`config.mk`:
```
export PLATFORM = sky130hd
export DESIGN_NAME = clz_unit_flat
export DESIGN_NICKNAME = d
export VERILOG_FILES = /design/src/rtl/clz_unit_pkg.sv /design/src/rtl/clz_unit_if.sv /design/src/rtl/clz_unit_core.sv /design/src/rtl/clz_unit.sv /design/src/flat_wrapper.sv
export SDC_FILE = /design/constraint.sdc
export NUM_CORES = 1
export LEC_CHECK = 0
export ABC_AREA = 1
export BUFFER_PORTS_ARGS = -buffer_cell sky130_fd_sc_hd__buf_4
export CAP_MARGIN = 20
export CORE_ASPECT_RATIO = 0.7
export CORE_MARGIN = 2
export CORE_UTILIZATION = 38
export CTS_CLUSTER_SIZE = 30
export DETAILED_ROUTE_END_ITERATION = 8
export PLACE_DENSITY_LB_ADDON = 0.08
export SETUP_SLACK_MARGIN = 0.05
export SYNTH_ARGS = -nofsm -noshare
export SYNTH_HDL_FRONTEND = slang
export SYNTH_SLANG_ARGS = --single-unit
```
`constraint.sdc`:
```
create_clock -name clk -period 1.8 [get_ports clk]
set_clock_uncertainty 0.05 [all_clocks]
set_input_delay 0.27 -clock clk [delete_from_list [all_inputs] [get_ports clk]]
set_output_delay 0.27 -clock clk [all_outputs]
set_load 0.02 [all_outputs]
```
`src/rtl/clz_unit_pkg.sv`:
```
// Shared constants for the count-leading-zeros unit.
// Operand width and the width of the 0..32 count.
package clz_unit_pkg;
  localparam int DATA_W    = 32;
  localparam int CLZ_RES_W = 6;
endpackage

```
`src/rtl/clz_unit_if.sv`:
```
// Operand/result bundle for the CLZ unit.
// No ready signal: results are never stalled.
interface clz_unit_if;
  import clz_unit_pkg::*;

  logic              in_valid;
  logic [DATA_W-1:0] a;
  logic              out_valid;
  logic [DATA_W-1:0] r;

  modport master (
    output in_valid,
    output a,
    input  out_valid,
    input  r
  );

  modport slave (
    input  in_valid,
    input  a,
    output out_valid,
    output r
  );
endinterface

```
`src/rtl/clz_unit_core.sv`:
```
// Combinational leading-zero count by halving search.
// Each stage tests the top half of the window and shifts it up.
module clz_core
  import clz_unit_pkg::*;
(
  input  logic [DATA_W-1:0]    a,
  output logic [CLZ_RES_W-1:0] cnt
);

  logic [DATA_W-1:0] x1;
  logic [DATA_W-1:0] x2;
  logic [DATA_W-1:0] x3;
  logic [DATA_W-1:0] x4;
  logic              c4;
  logic              c3;
  logic              c2;
  logic              c1;
  logic              c0;
  logic              zero;

  // Halving search 16/8/4/2/1; all-zero operand overrides to 32.
  always_comb begin
    c4   = (a[31:16] == 16'h0);
    x1   = c4 ? {a[15:0], 16'h0} : a;
    c3   = (x1[31:24] == 8'h0);
    x2   = c3 ? {x1[23:0], 8'h0} : x1;
    c2   = (x2[31:28] == 4'h0);
    x3   = c2 ? {x2[27:0], 4'h0} : x2;
    c1   = (x3[31:30] == 2'h0);
    x4   = c1 ? {x3[29:0], 2'h0} : x3;
    c0   = ~x4[31];
    zero = (a == '0);
    if (zero) begin
      cnt = 6'd32;
    end else begin
      cnt = {1'b0, c4, c3, c2, c1, c0};
    end
  end

endmodule

```
`src/rtl/clz_unit.sv`:
```
// CLZ unit: registered leading-zero count, one result per cycle.
// Count is zero-extended into the full result word.
module clz_unit
  import clz_unit_pkg::*;
(
  input logic       clk,
  input logic       rst,
  clz_unit_if.slave bus
);

  logic [CLZ_RES_W-1:0] cnt;

  clz_core u_core (
    .a   (bus.a),
    .cnt (cnt)
  );

  // Result register; r holds its value on idle cycles.
  always_ff @(posedge clk) begin
    if (rst) begin
      bus.r         <= '0;
      bus.out_valid <= 1'b0;
    end else begin
      bus.out_valid <= bus.in_valid;
      if (bus.in_valid) begin
        bus.r <= {{(DATA_W-CLZ_RES_W){1'b0}}, cnt};
      end
    end
  end

endmodule

```
`src/flat_wrapper.sv`:
```
// flat-port wrapper written by rule: the top's interface ports become plain ports
module clz_unit_flat import clz_unit_pkg::*;
  (clk, rst, bus_in_valid, bus_a, bus_out_valid, bus_r);
  clz_unit_if bus_i ();
  input logic clk;
  input logic rst;
  input wire logic [$bits(bus_i.in_valid)-1:0] bus_in_valid;
  input wire logic [$bits(bus_i.a)-1:0] bus_a;
  output wire logic [$bits(bus_i.out_valid)-1:0] bus_out_valid;
  output wire logic [$bits(bus_i.r)-1:0] bus_r;
  assign bus_i.in_valid = bus_in_valid;
  assign bus_i.a = bus_a;
  assign bus_out_valid = bus_i.out_valid;
  assign bus_r = bus_i.r;
  clz_unit u_core (.clk(clk), .rst(rst), .bus(bus_i));
endmodule
```
Word level (Yosys, flattened, before mapping)
Index checks and enable logic that the tools add are counted.
- word-level logic and storage cells: 13
- register bits after elaboration: 7
- output and inout bits: 33
- bits of input ports: 35
- bitwise operators: 1
- mux-type cells: 5
- reductions and logical operators: 5
- operator list (operator ; number):
    two-way mux 32 bit ; 4
    zero test 32 bit ; 1
    zero test 16 bit ; 1
    zero test 8 bit ; 1
    two-way mux 6 bit ; 1
    zero test 4 bit ; 1
    zero test 2 bit ; 1
    NOT 1 bit ; 1

Longest topological paths before layout
Gate-level depths: netlist (run 1).
- depth in word-level cells: 10
- mapped depth: 18
- gate-level depth less buffers: 17

By module
A second synthesis (run 1) with hierarchy kept.
- cells, all modules: 182
- area, all modules: 1073.5 um2
- modules (own cells, without submodules) (module ; instances ; seq. area each (um2) ; area an instance (um2) ; cells each):
    clz_core ; 1 ; 0.0 ; 599.3 ; 114
    clz_unit ; 1 ; 140.1 ; 474.2 ; 68

Worst setup path before layout (run 1)
OpenSTA, ideal clock, no wires.
- path kind: input port to flip-flop
- from: input bus_a[22]
- to: register u_core.bus.r[0]
- cell stages on the path: 17
- arrival: 1.635 ns
- data required time: 1.634 ns
- setup time: 0.116 ns
- path buffers: 1
- path slack: -0.001 ns
- cells stage by stage: nor2_1 > nand2_1 > nor2_4 > nand2_4 > buf_6 > nand2_1 > nand2_2 > nand2_4 > nor2_4 > nand3_2 > nand2_2 > nor2_4 > inv_2 > a21oi_2 > nand2_1 > nand2_1 > a21oi_1
- longest elaborated chain between the ends: 10
- elaborated cells between the ends (all ways): 11
- classes of those cells: mux (5); bitwise (1); reduce/logical (5)
- RTL lines (what ; line ; RTL):
    start: declaration ; flat_wrapper.sv:8 ; input wire logic [$bits(bus_i.a)-1:0] bus_a;
    zero test 16 bit ; clz_unit_core.sv:23 ; c4 = (a[31:16] == 16'h0);
    two-way mux 32 bit ; clz_unit_core.sv:24 ; x1 = c4 ? {a[15:0], 16'h0} : a;
    zero test 8 bit ; clz_unit_core.sv:25 ; c3 = (x1[31:24] == 8'h0);
    two-way mux 32 bit ; clz_unit_core.sv:26 ; x2 = c3 ? {x1[23:0], 8'h0} : x1;
    zero test 4 bit ; clz_unit_core.sv:27 ; c2 = (x2[31:28] == 4'h0);
    two-way mux 32 bit ; clz_unit_core.sv:28 ; x3 = c2 ? {x2[27:0], 4'h0} : x2;
    zero test 2 bit ; clz_unit_core.sv:29 ; c1 = (x3[31:30] == 2'h0);
    two-way mux 32 bit ; clz_unit_core.sv:30 ; x4 = c1 ? {x3[29:0], 2'h0} : x3;
    NOT 1 bit ; clz_unit_core.sv:31 ; c0 = ~x4[31];
    two-way mux 6 bit * ; clz_unit_core.sv:33 ; if (zero) begin
    end signal: assignment ; clz_unit.sv:26 ; bus.r <= {{(DATA_W-CLZ_RES_W){1'b0}}, cnt};
    end: declaration ; clz_unit_if.sv:22 ; output r
Every way passes the cells marked *; elsewhere a longest branch is shown, timed or not.
A chain may end at the register's enable or synchronous reset.

Final worst setup path (run 1)
- from: input bus_a[21]
- to: register u_core.bus.r[0]
Same word-level chain as after synthesis.

==> results.yml, run 1 <==
timing:
  slew_viol_final: 0
  rsz0062_at_grt: "true"
  period_needed_ns: 1.817
  fmax_mhz: 550.5
  hold_viol_final: 0
  worst_slack_ns: -0.01663
  post-route-period-util_pct: 100.9
  finalSetupViolCount: 2
drt:
  wire_per_inst_um: 10.57
  drt-pass1-iter-count: 4
  first_iter_violations: 29
  drc: 0
  num_vias: 1161
  vias_per_cell: 4.316
  wirelength_um: 2843
  ant_nets: 0
yosys:
  yosysTopAreaCell: "buf_4"
  yosysSeqAreaShare_pct: 13.53
  synth.most_common_cell: "inv_1"
  yosysWarnings: 0
  synth_cells: 169
  synth_seq_cells: 7
  ys_top_cells_by_count: "inv_1, nand2_1, buf_4, nor2_1, nand3_1"
  yosysUniqueCellTypes: 22
  avgSynthCellArea_sq_um: 6.130
  synthesis.area_sq_um: 1036
  ys_top_cells_by_area: "buf_4, dfxtp_1, inv_1, nand2_1, nand2_2"
  synth_top_cell_area_share_pct: 18.84
  synth_edf_count: 0
  ys_async_sr_fraction_pct: 0
  ys.flop_type: "dfxtp_1"
placement:
  post_dp_cell_area_sq_um: 1431
  gp_congestion: 0.8497
  dpl_worst_slack_ns: -0.3135
  dp_hpwl_um: 2157
  port_buffers: 41
cts:
  cts.sinks: 7
  clk_latency_ns: 0.23
  cts-root-buf: "clkbuf_8"
  tritoncts: "yes"
  numCtsBuffers: 3
  hold_buffers: 0
  cts_max_path_buffers: 2
  clkSlewWorstSetupHoldPaths_ns: 0.04
  cts_max_level: 1
floorplan:
  dieWidth_um: 66.41
  die-area_sq_um: 3167
  coreArea_sq_um: 2534
  die_y_um: 47.69
  boundaryPins: 68
  rows: 15
  initial_utilization_pct: 40.89
power:
  powerDensity_nw_per_um2: 395.3
  p_leak_nw: 0.9000
  worst_ir_drop_vdd_uv: 195.0
global_routing:
  grt_overflow: 0
  grt_start_max_net_pins: 9
  first_global_vias: 1065
  grtUsageTotal_pct: 19.44
  antenna_found_initial: 0
  grt_pass1_wl_um: 4629
worst_setup_path:
  r2r_slack_ns: 1.14
  crit_chain: "buf_8 -> nor2_4 -> nand2_4 -> nor2_4 -> nand2_4 -> nand2_1 -> nand2_2 -> nand2_2 -> nor2_4 -> nand3_2 -> nand2_2 -> nor2_4 -> inv_2 -> a21oi_2 -> nand2_1 -> nand2_1 -> a21oi_1"
  slowest_delay_ns: 0.24
  cp.arrival_ns: 1.89
  required_ns: 1.87
  startpoint_type: "primary input"
  worstSetupPathType: "primary input to flip-flop"
  reg2reg_to: "u_core.bus.r[5]"
  crit_fanout: 7
  end_kind: "flip-flop"
  crit_path_frequent_cell: "nor2_4"
  r2r_start: "u_core.bus.r[5]"
  ff2ff_path_depth: 2
  crit_slowest_cell: "nor2_4"
flow_run:
  drv_cap: 0
layout:
  n_antenna_cell: 0
  drive_gt1_share_pct: 52.77
  finalInstanceArea_sq_um: 1693
  nNetsFinal: 271
  synthToLayoutAreaGrowth_pct: 63.41
hold_path:
  worstHoldStart: "rst"
  hp-class: "primary input to flip-flop"
  whs_endpoint: "u_core.bus.r[2]"
  min_path_cells: 2
run_status:
  status: "finished, violations left"
  violations: "setup timing"
## flip-flops by register name (all words and copies together), names as in the netlist
name and count:
u_core.bus.out_valid 1, u_core.bus.r 6
## area by class of cell
| cell class | count | area (sq um) |
|---|---|---|
| inverter | 31 | 116.4 |
| tap | 34 | 42.54 |
| timing repair buffer | 61 | 499.2 |
| fill | 222 | 840.8 |
| sequential | 7 | 140.1 |
| multi-input combinational | 132 | 849.6 |
| clock buffer | 4 | 45.04 |
## power breakdown
group	switching [mW]	total (mW)	internal, mW
clock network	0.0729	0.226	0.154
registers	0.00187	0.162	0.160
logic	0.159	0.280	0.121
## per-stage QoR
stage / power (mW) / setup TNS, ns / hold slack, ns / utilization (%) / std cells
detailed placement: 0.4062 / -0.7807 / 0.4073 / 56.49 / 257
CTS: 0.6604 / 0 / 0.1988 / 63.95 / 268
floorplan: 0.3436 / 0 / 0.2824 / - / 194
global placement: 0.4030 / -0.4665 / 0.4045 / 56.49 / 257
global route: 0.7065 / -0.3036 / 0.2086 / 66.81 / 269
finish: 0.6691 / -0.02910 / 0.2070 / 66.81 / 269
## cells by family after synthesis
| kind of cell | share of synthesized area, % |
|---|---|
| buffers and inverters | 31.16 |
| AO/OA/AOI/OAI | 9.542 |
| other | 0.3620 |
| flip-flops | 13.53 |
| AND/OR/NAND/NOR | 45.41 |
## critical path: cells and delay by family
kind	cells	cell delay [ns]
buffers and inverters	2	0.14
and+or+nand+nor	13	1.31
AOI/OAI and AO/OA	2	0.16
## per-layer routing
metal / global-route usage, % / part of all wire (%) / up-vias / wire length [um]
met3: 5.176 / 8.4 / 2 / 240
met5: 0 / 0 / - / 0
met2: 32.20 / 46 / 58 / 1311
li1: - / - / 602 / -
met1: 25.56 / 45 / 499 / 1278
met4: 5.306 / 0.46 / 0 / 13
## what timing repair did
action / in CTS / in global routing
endpoints found under the setup margin: 2 / 3
buffers inserted: 4 / 1
resized for setup: 24 / 16
pin swaps: 29 / 24
cloned: 3 / 0
## worst max path at each step
stage	from	end	cells past startpoint
after floorplan	bus_a[22]	u_core.bus.r[0]	17
after global placement	bus_a[22]	u_core.bus.r[0]	17
after detailed placement	bus_a[31]	u_core.bus.r[0]	17
after CTS	bus_a[19]	u_core.bus.r[0]	17
after global routing	bus_a[19]	u_core.bus.r[0]	17
final	bus_a[21]	u_core.bus.r[0]	17
## layout by cell type, fill, tap and decap left out
master,Yosys,final
nor2_1,17,7
nor2_4,6,16
nor3_1,1,1
o21ai_0,1,1
nand3_2,2,10
clkbuf_8,0,3
o21bai_2,0,2
nand2_1,28,19
nand2_2,12,19
o21bai_1,4,2
buf_4,26,51
nand2_4,3,6
a21o_1,1,1
buf_6,1,9
nor4_1,1,1
nand3_1,15,7
clkinv_1,1,1
conb_1,1,26
nand4_1,3,3
inv_2,1,1
dfxtp_1,7,7
inv_1,29,29
a21oi_2,3,4
clkbuf_1,0,1
nor2_2,0,2
buf_8,0,1
a21oi_1,6,5
Note: power is estimated with default switching activity, not from simulation.
==> run 2, diff against run 1 <==
--- a/config.mk
+++ b/config.mk
@@ -8,9 +8,11 @@
 export ABC_AREA = 1
 export BUFFER_PORTS_ARGS = -buffer_cell sky130_fd_sc_hd__buf_4
 export CAP_MARGIN = 20
+export CELL_PAD_IN_SITES_DETAIL_PLACEMENT = 1
+export CELL_PAD_IN_SITES_GLOBAL_PLACEMENT = 2
 export CORE_ASPECT_RATIO = 0.7
 export CORE_MARGIN = 2
-export CORE_UTILIZATION = 38
+export CORE_UTILIZATION = 17
 export CTS_CLUSTER_SIZE = 30
 export DETAILED_ROUTE_END_ITERATION = 8
 export PLACE_DENSITY_LB_ADDON = 0.08
==> run 2 against run 1 <==
  * The run still ends with setup timing left
  * Routed wire length up 32%
  * Clock power is 2% lower
  * Combinational power is 9.6% higher
  * Final area increased by 15%
  * Maximum frequency shrank 6.0%
  * Setup slack got worse by 0.12 ns
==> results.yml, run 2 (same netlist as run 1, synthesis figures left out) <==
drt:
  wl_met1_um: 1830
  wl_met3_um: 163
  routed.top_layer: "met3"
  wl_met2_um: 1772
  drt-pass1-iter-count: 4
  first_iter_violations: 20
  wire_per_inst_um: 11.73
  vias_per_cell: 3.875
  num_vias: 1244
  wirelength_um: 3766
  drc: 0
  ant_nets: 0
cts:
  hold_buffers: 0
  cts_max_level: 1
  cts-root-buf: "clkbuf_8"
  numCtsBuffers: 3
  cts.sinks: 7
  clkSlewWorstSetupHoldPaths_ns: 0.04
  tritoncts: "yes"
  clk_latency_ns: 0.22
  cts_max_path_buffers: 2
hold_path:
  min_path_cells: 2
  hp-class: "primary input to flip-flop"
  worstHoldStart: "rst"
  whs_endpoint: "u_core.bus.r[1]"
power:
  powerDensity_nw_per_um2: 355.7
  total_power_mw: 0.6917
  worst_ir_drop_vdd_uv: 139.2
  p_leak_nw: 0.9590
worst_setup_path:
  worstSetupPathType: "primary input to flip-flop"
  cp.arrival_ns: 2.00
  required_ns: 1.86
  reg2reg_to: "u_core.bus.r[5]"
  r2r_slack_ns: 1.12
  startpoint_type: "primary input"
  ff2ff_path_depth: 2
  end_kind: "flip-flop"
  r2r_start: "u_core.bus.r[5]"
  crit_fanout: 7
layout:
  largest_reg_flops: 6
  drive_gt1_share_pct: 56.91
  nNetsFinal: 282
  top_regs: "u_core.bus.r x6, u_core.bus.out_valid x1"
  top_register: "u_core.bus.r"
  synthToLayoutAreaGrowth_pct: 87.68
  fillers: 722
  mostFrequentLayoutCells: "buf_4, inv_1, conb_1"
  final_common_cell: "buf_4"
  instances_no_fill: 321
  n_antenna_cell: 0
timing:
  rsz0062_at_grt: "true"
  slew_viol_final: 0
  post-route-period-util_pct: 107.4
  worst_slack_ns: -0.1330
  fmax_mhz: 517.3
  hold_viol_final: 0
  period_needed_ns: 1.933
  finalSetupViolCount: 3
global_routing:
  grt_start_max_net_pins: 10
  grt_pass1_wl_um: 6120
  antenna_found_initial: 0
  grt_overflow: 0
  grtUsageTotal_pct: 10.71
  first_global_vias: 1296
placement:
  dp_hpwl_um: 2937
  place_inst: 304
  port_buffers: 41
  gp_congestion: 0.7467
run_status:
  status: "finished, violations left"
  violations: "setup timing"
flow_run:
  drv_cap: 0
floorplan:
  dieWidth_um: 97.31
  initial_utilization_pct: 17.82
  die_y_um: 69.32
  boundaryPins: 68
  die-area_sq_um: 6745
  rows: 23
  coreArea_sq_um: 5813
-- run 2: changes by cell type in the layout (fill, tap and decap cells not counted), sizes merged --
| cell | change |
|---|---|
| buf | +11 |
| clkbuf | +1 |
| clkinv | -1 |
| clkinvlp | +1 |
| nor2 | -1 |
-- run 2: cell type report --
class	instances	area, sq um	share of cell area (%)
clock buffer	4	45.04	2.317
inverter	31	120.1	6.178
multi-input combinational	131	918.4	47.23
sequential	7	140.1	7.207
tap	75	93.84	4.826
timing repair buffer	73	626.9	32.24
-- run 2: power by group --
part | internal (mW) | switching, mW
logic | 0.137 | 0.171
registers | 0.160 | 0.00211
clock network | 0.153 | 0.0684
total | 0.450 | 0.241
-- run 2: worst max-delay path, cell delays in order --
cell	delay [ns]
buf_6	0.10
nor2_4	0.11
nand2_4	0.07
nor2_4	0.23
buf_6	0.15
nand2_8	0.08
nor2_4	0.11
nor2_4	0.05
nand2_2	0.07
nor2_4	0.07
nand3_2	0.08
nand2_2	0.08
nor2_4	0.14
inv_2	0.04
a21oi_2	0.13
nand2_1	0.08
nand2_2	0.07
a21oi_2	0.05
-- run 2: worst max-delay path by stage --
stage	startpoint	to	slack, ns	cells past startpoint
3_5_place_dp	bus_a[22]	u_core.bus.r[0]	-0.38	17
6_report	bus_a[27]	u_core.bus.r[0]	-0.13	18
3_3_place_gp	bus_a[22]	u_core.bus.r[0]	-0.36	17
2_1_floorplan	bus_a[22]	u_core.bus.r[0]	0.005	17
4_1_cts	bus_a[22]	u_core.bus.r[0]	-0.05	16
5_1_grt	bus_a[27]	u_core.bus.r[0]	-0.27	18
-- run 2: per-layer routing --
metal  vias up  global-route usage [%]
met5         -                       0
met4         0                  0.9259
met3         0                   1.915
met2        44                   17.67
met1       578                   15.22
li1        622                       -
-- run 2: through the flow --
stage          setup WS (ns)  hold slack [ns]  area, sq um  util, %  setup TNS, ns
6_report             -0.1330           0.2228         1944    33.45        -0.2501
5_1_grt              -0.2701           0.2190         1944    33.45        -0.5997
4_1_cts             -0.05264           0.2042         1728    29.72       -0.06755
3_5_place_dp         -0.3758           0.4131         1528    26.28        -0.9951
3_3_place_gp         -0.3624           0.4104         1528    26.28        -0.9329
2_1_floorplan       0.004739           0.2824         1175        -              0
-- run 2: what timing repair did --
item                                    CTS  global route
buffers inserted                          4             6
gates resized for setup                  25            34
pin swaps                                20            32
endpoints found under the setup margin    3             4
cloned                                    2             1
